File: src/rtl/axi4_wr_mix_interconnect_m2s.sv
// Write-path interconnect: NUM upstream AXI4 write ports merged onto one downstream port.
// Optional debug tracking registers: define AXI4_WR_MIX_INTERCONNECT_TRACK_EN.
module axi4_wr_mix_interconnect_m2s #(
   parameter int NUM    = 8,
   parameter int WDEPTH = 4,
   parameter int ID_W   = 2,
   parameter int MID_W  = ID_W + $clog2(NUM),
   parameter int ADDR_W = 32,
   parameter int DATA_W = 32
) (
   input  logic                          axi_aclk,
   input  logic                          axi_aresetn,
   // upstream write ports
   input  logic [NUM-1:0]                slv_awvalid,
   output logic [NUM-1:0]                slv_awready,
   input  logic [NUM-1:0][ID_W-1:0]      slv_awid,
   input  logic [NUM-1:0][ADDR_W-1:0]    slv_awaddr,
   input  logic [NUM-1:0][7:0]           slv_awlen,
   input  logic [NUM-1:0][2:0]           slv_awsize,
   input  logic [NUM-1:0][1:0]           slv_awburst,
   input  logic [NUM-1:0]                slv_wvalid,
   output logic [NUM-1:0]                slv_wready,
   input  logic [NUM-1:0][DATA_W-1:0]    slv_wdata,
   input  logic [NUM-1:0][DATA_W/8-1:0]  slv_wstrb,
   input  logic [NUM-1:0]                slv_wlast,
   output logic [NUM-1:0]                slv_bvalid,
   input  logic [NUM-1:0]                slv_bready,
   output logic [NUM-1:0][ID_W-1:0]      slv_bid,
   output logic [NUM-1:0][1:0]           slv_bresp,
   // downstream write port
   output logic                          mst_awvalid,
   input  logic                          mst_awready,
   output logic [MID_W-1:0]              mst_awid,
   output logic [ADDR_W-1:0]             mst_awaddr,
   output logic [7:0]                    mst_awlen,
   output logic [2:0]                    mst_awsize,
   output logic [1:0]                    mst_awburst,
   output logic                          mst_wvalid,
   input  logic                          mst_wready,
   output logic [DATA_W-1:0]             mst_wdata,
   output logic [DATA_W/8-1:0]           mst_wstrb,
   output logic                          mst_wlast,
   input  logic                          mst_bvalid,
   output logic                          mst_bready,
   input  logic [MID_W-1:0]              mst_bid,
   input  logic [1:0]                    mst_bresp
);

   localparam int NSIZE = $clog2(NUM);
   localparam int PW    = (WDEPTH > 1) ? $clog2(WDEPTH) : 1;
   localparam int CW    = $clog2(WDEPTH + 1);

   if (ID_W + NSIZE != MID_W) begin : g_idsize_check
      $error("axi4_wr_mix_interconnect_m2s: ID_W + clog2(NUM) must equal MID_W");
   end

   logic [NSIZE-1:0] rr;
   logic [NSIZE-1:0] gnt_idx;
   logic             gnt_hit;
   logic             grant;
   logic             pop;
   logic [NSIZE-1:0] fifo_mem [WDEPTH];
   logic [PW-1:0]    wr_ptr;
   logic [PW-1:0]    rd_ptr;
   logic [CW-1:0]    cnt;
   logic [NSIZE-1:0] head;
   logic [NSIZE-1:0] bport;

   function automatic logic [PW-1:0] ptr_inc(input logic [PW-1:0] p);
      return (p == PW'(WDEPTH - 1)) ? '0 : p + 1'b1;
   endfunction

   // Round-robin search from rr upward; the lowest offset that is requesting wins.
   always_comb begin
      logic [NSIZE-1:0] cand;
      cand    = '0;
      gnt_hit = 1'b0;
      gnt_idx = '0;
      for (int i = NUM - 1; i >= 0; i--) begin
         cand = NSIZE'((int'(rr) + i) % NUM);
         if (slv_awvalid[cand]) begin
            gnt_hit = 1'b1;
            gnt_idx = cand;
         end
      end
   end

   // A pop in the same cycle does not free a slot for the grant: full always blocks.
   assign grant       = axi_aresetn && gnt_hit && (!mst_awvalid || mst_awready) &&
                        (cnt != CW'(WDEPTH));
   assign slv_awready = NUM'(grant) << gnt_idx;
   assign head        = fifo_mem[rd_ptr];
   assign pop         = mst_wvalid && mst_wready && mst_wlast;

   always_ff @(posedge axi_aclk or negedge axi_aresetn) begin
      if (!axi_aresetn) begin
         mst_awvalid <= 1'b0;
         rr          <= '0;
         wr_ptr      <= '0;
         rd_ptr      <= '0;
         cnt         <= '0;
      end else begin
         if (grant) begin
            mst_awvalid <= 1'b1;
            rr          <= (gnt_idx == NSIZE'(NUM - 1)) ? '0 : gnt_idx + 1'b1;
            wr_ptr      <= ptr_inc(wr_ptr);
         end else if (mst_awready) begin
            mst_awvalid <= 1'b0;
         end
         if (pop) rd_ptr <= ptr_inc(rd_ptr);
         case ({grant, pop})
            2'b10:   cnt <= cnt + 1'b1;
            2'b01:   cnt <= cnt - 1'b1;
            default: cnt <= cnt;
         endcase
      end
   end

   // Payload and routing entries carry no reset; their valid flags guard them.
   always_ff @(posedge axi_aclk) begin
      if (grant) begin
         mst_awid         <= {slv_awid[gnt_idx], gnt_idx};
         mst_awaddr       <= slv_awaddr[gnt_idx];
         mst_awlen        <= slv_awlen[gnt_idx];
         mst_awsize       <= slv_awsize[gnt_idx];
         mst_awburst      <= slv_awburst[gnt_idx];
         fifo_mem[wr_ptr] <= gnt_idx;
      end
   end

   always_comb begin
      mst_wvalid = 1'b0;
      mst_wdata  = '0;
      mst_wstrb  = '0;
      mst_wlast  = 1'b0;
      slv_wready = '0;
      if (cnt != '0) begin
         mst_wvalid       = slv_wvalid[head];
         mst_wdata        = slv_wdata[head];
         mst_wstrb        = slv_wstrb[head];
         mst_wlast        = slv_wlast[head];
         slv_wready[head] = mst_wready;
      end
   end

   // The low id bits name the originating port; the rest is the upstream id.
   assign bport = mst_bid[NSIZE-1:0];

   always_comb begin
      slv_bvalid        = '0;
      slv_bvalid[bport] = mst_bvalid;
      mst_bready        = slv_bready[bport];
      for (int k = 0; k < NUM; k++) begin
         slv_bid[k]   = mst_bid[MID_W-1:NSIZE];
         slv_bresp[k] = mst_bresp;
      end
   end

`ifdef AXI4_WR_MIX_INTERCONNECT_TRACK_EN
   (* dont_touch = "true" *) logic [MID_W-1:0] track_awid;
   (* dont_touch = "true" *) logic [MID_W-1:0] track_bid;
   (* dont_touch = "true" *) logic [NSIZE-1:0] track_wport;

   always_ff @(posedge axi_aclk or negedge axi_aresetn) begin
      if (!axi_aresetn) begin
         track_awid  <= '0;
         track_bid   <= '0;
         track_wport <= '0;
      end else begin
         if (mst_awvalid && mst_awready) track_awid  <= mst_awid;
         if (mst_bvalid && mst_bready)   track_bid   <= mst_bid;
         if (pop)                        track_wport <= head;
      end
   end
`else
`endif

endmodule

File: config.mk
export PLATFORM = sky130hd
export DESIGN_NAME = axi4_wr_mix_interconnect_m2s
export DESIGN_NICKNAME = d
export VERILOG_FILES = /design/src/rtl/axi4_wr_mix_interconnect_m2s.sv
export SDC_FILE = /design/constraint.sdc
export NUM_CORES = 1
export LEC_CHECK = 0
export BUFFER_PORTS_ARGS = -buffer_cell sky130_fd_sc_hd__buf_2
export CAP_MARGIN = 25
export CORE_AREA = 3 3 331 333
export CTS_CLUSTER_DIAMETER = 80
export DETAILED_ROUTE_END_ITERATION = 16
export DIE_AREA = 0 0 334 336
export PLACE_DENSITY_LB_ADDON = 0.25
export SYNTH_ARGS = -nofsm -noshare
export SYNTH_HDL_FRONTEND = slang
export SYNTH_SLANG_ARGS = --single-unit
export TNS_END_PERCENT = 30
File: constraint.sdc
create_clock -name axi_aclk -period 12.2 [get_ports axi_aclk]
set_clock_uncertainty 0.15 [all_clocks]
set_input_delay 2.44 -clock axi_aclk [delete_from_list [all_inputs] [get_ports axi_aclk]]
set_output_delay 2.44 -clock axi_aclk [all_outputs]
set_load 0.01 [all_outputs]
==> summary.txt <==
GRT
  – Pin count of the biggest net entering global routing: 71
  – Vias in the first global route: 14,500
  – Initial antenna violation count: 51
  – Congestion Overflow GR: 0
  – GRT Util Overall: 0.148
  – First-pass GRT wire length: 117,000 µm

Yosys
  – Mapped Area: 11,900 µm²
  – Flops & latches, synth: 73
  – Synth top area share: 0.180
  – Synth cell types: 63
  – Post-Syn Instances: 1,191
  – Avg Inst Size Synth: 9.98 µm²
  – FFs w/ async S/R, synth: 0.151
  – Warnings from Yosys: 0
  – Main synth FF type: edfxtp_1
  – Area leader, netlist: mux4_2
  – Synth top area cells: mux4_2 18%, edfxtp_1 16%, mux2_2 9.2%, a21oi_1 5.4%, a221oi_2 5.1%
  – EDFF count, synth: 62
  – Mapped Nets: 1,910
  – Register area share after synthesis: 0.180

Route
  – DRC: 0
  – DR iter-0 viols: 774
  – Avg WL per Cell: 26.4 µm
  – Detailed-route via count: 14,100
  – Routed WL: 87,400 µm
  – Drt via density: 4.25
  – Remaining antenna violation count: 0
  – DRT Pass-1 Iters: 5

Timing
  – Final Cycle Share: 0.688
  – TNS Setup: 0 ps
  – Rel. slew slack: 0.290
  – Fin. max-slew vios: 0
  – Slew @ Worst Pin: 1070 ps
  – Max Fclk: 0.119 GHz
  – Final min period: 8400 ps
  – RSZ-0062 raised after global routing: false
  – Fin. Hold Viols: 0
  – Final setup vio count: 0

Power and ir drop
  – Internal power: 3170 µW
  – Clk pwr share: 0.047
  – Flop pwr share: 0.088
  – Power density over the cells: 425 nW/µm²
  – Switching Share: 0.572
  – Leak: 0.00721 µW
  – Peak VDD IR: 0.410 mV
  – Net Switching: 4240 µW
  – Combinational share of power: 0.865

Floorplanning
  – Die footprint: 112,000 µm²
  – Die width: 334 µm
  – Core area: 107,000 µm²
  – Die H: 336 µm
  – Row count: 120
  – I/O Pins: 854
  – Initial Utilization: 0.111

Placed design
  – Final HPWL DP: 70,800 µm
  – I/O Buffers: 817
  – Post-DP Area: 17,000 µm²
  – Gpl congestion: 0.924

Worst setup path
  – Worst reg2reg path depth: 11
  – CP Capture Type: primary output
  – R2r startpoint: rr[1]
  – Flop2flop setup slack: 6040 ps
  – Setup CP Type: primary input to primary output
  – Startpoint types: primary input
  – Reg2reg end: mst_awaddr[29]
  – CP max FO: 48
  – Critical Path RT: 9610 ps
  – CP arrival: 5810 ps

Finish
  – Multi-input gate area: 8800 µm²
  – Number of fill cells in the layout: 12,200
  – Register area: 2140 µm²
  – Final Cell Area: 17,400 µm²
  – Area Overhead vs Synth: 46.6%
  – Fraction of layout cells with a size suffix above 1: 0.616
  – Layout net count: 2,599

Clock tree
  – Resize count post-CTS: 0
  – CTS buffer count: 9
  – CTS tree: built
  – H-tree depth: 3
  – Post-CTS Hold Buffers: 0
  – Root buffer cell: clkbuf_16
  – Clk buf depth: 2
  – CTS Sinks: 73
  – Clock slew at reported path FFs: 80 ps
  – # Post-CTS Setup Buffers: 0
  – Clk_lat worst skew: 400 ps

Flow run
  – Max Cap Viol: 0

Run status
  – Status: finished, final reports clean

Min path
  – Hold EP: cnt[2]
  – Worst Hold Class: flop to flop
  – Min-delay src: cnt[2]
  – Hold path depth: 1
through the flow:
step	util	setup WS, ps	power [µW]	std cells	hold slack (ps)
after floorplan	-	4870	5120	1191	326
after global placement	0.159	3780	7160	3270	382
after detailed placement	0.159	3740	7200	3272	372
after CTS	0.162	3750	7560	3288	392
after global routing	0.163	3590	7940	3307	416
final	0.163	3800	7410	3310	391
worst max path at each step:
| stage | startpoint | endpoint | slack (ps) | cells after the start |
|---|---|---|---|---|
| after floorplan | slv_awvalid[6] | slv_awready[0] | 4870 | 10 |
| after global placement | slv_awvalid[5] | slv_awready[1] | 3780 | 11 |
| after detailed placement | slv_awvalid[2] | slv_awready[1] | 3740 | 11 |
| final | slv_awvalid[2] | slv_awready[1] | 3800 | 11 |
| after CTS | slv_awvalid[2] | slv_awready[1] | 3750 | 11 |
| after global routing | slv_awvalid[5] | slv_awready[1] | 3590 | 11 |
cells by family (layout without fill, tap and decap cells):
logic type,after synthesis,after routing,share of synthesized area
AOI/OAI and AO/OA,404,404,0.277
xor gates and xnor gates,7,7,0.00516
adders and majority gates,11,11,0.0122
buffers and inverters,177,871,0.0870
DFF,73,73,0.180
muxes,264,264,0.337
other,0,22,0
and+or+nand+nor,255,255,0.102
power groups by stage:
stage | sequential (µW) | clock, µW | combinational, µW
4_1_cts | 659 | 367 | 6530
2_1_floorplan | 659 | 0 | 4460
3_3_place_gp | 665 | 0 | 6500
6_report | 653 | 346 | 6410
3_5_place_dp | 663 | 0 | 6540
5_1_grt | 672 | 373 | 6890
flip-flops by register name (all words and copies together), names as in the netlist:
register / cells
mst_awid: 5
wr_ptr: 2
mst_awaddr: 32
cnt: 3
mst_awvalid: 1
mst_awsize: 3
fifo_mem: 12
mst_awburst: 2
rd_ptr: 2
mst_awlen: 8
rr: 3
cell usage after synthesis, types with 2 or more instances:
cell type	instances
a31oi_1	2
nor2b_1	2
mux2_1	9
buf_4	44
nor3_1	14
edfxtp_1	62
nor3b_1	6
mux4_2	95
xor2_1	4
a21oi_1	128
o21ai_0	43
inv_1	11
a221oi_1	8
nor2_1	25
and2_1	6
nand3_1	3
buf_2	33
clkbuf_1	59
o2bb2ai_1	46
or3_1	4
a221o_1	48
dfrtp_1	11
o21ai_1	13
o311ai_1	2
a211oi_2	39
nand2_1	135
buf_1	6
buf_6	20
a22oi_1	3
mux2i_4	3
nand2b_1	5
a2bb2oi_1	2
xnor2_1	3
mux2i_1	59
o21a_1	4
and3_1	47
mux2_2	97
a221oi_2	40
a21oi_2	10
a211oi_1	8
ha_1	10
worst max-delay path, stage by stage:
cell	delay, ps
buf_2	150
mux4_2	470
mux2i_1	400
and3_1	260
o21a_1	150
or3b_4	610
nand2_8	440
clkinv_2	160
nand2_1	140
nor3_1	340
buf_2	210
area by class of cell:
class                           count  share of cell area
Sequential cell                    73               0.123
Clock inverter                      7             0.00711
Clock buffer                        9              0.0129
Timing Repair Buffer              841               0.245
Multi-Input combinational cell    941               0.505
Inverter                           14             0.00345
Tap cell                         1403               0.101
Antenna cell                       22             0.00316
routing by layer:
layer / vias up / track usage / share of wire
met5: - / 0 / 0.0011
met4: 14 / 0.0691 / 0.045
met3: 137 / 0.0407 / 0.077
met2: 691 / 0.259 / 0.50
met1: 7051 / 0.167 / 0.38
li1: 6161 / - / -
layout by cell type, fill, tap and decap left out, types with 46 or more instances in the layout:
| master | netlist | routed |
|---|---|---|
| nand2_1 | 135 | 135 |
| edfxtp_1 | 62 | 62 |
| mux4_2 | 95 | 93 |
| mux2_2 | 97 | 97 |
| buf_2 | 33 | 818 |
| a221o_1 | 48 | 48 |
| and3_1 | 47 | 47 |
| a21oi_1 | 128 | 128 |
| mux2i_1 | 59 | 59 |
| o2bb2ai_1 | 46 | 46 |
Power figures use the tool's default switching activity.
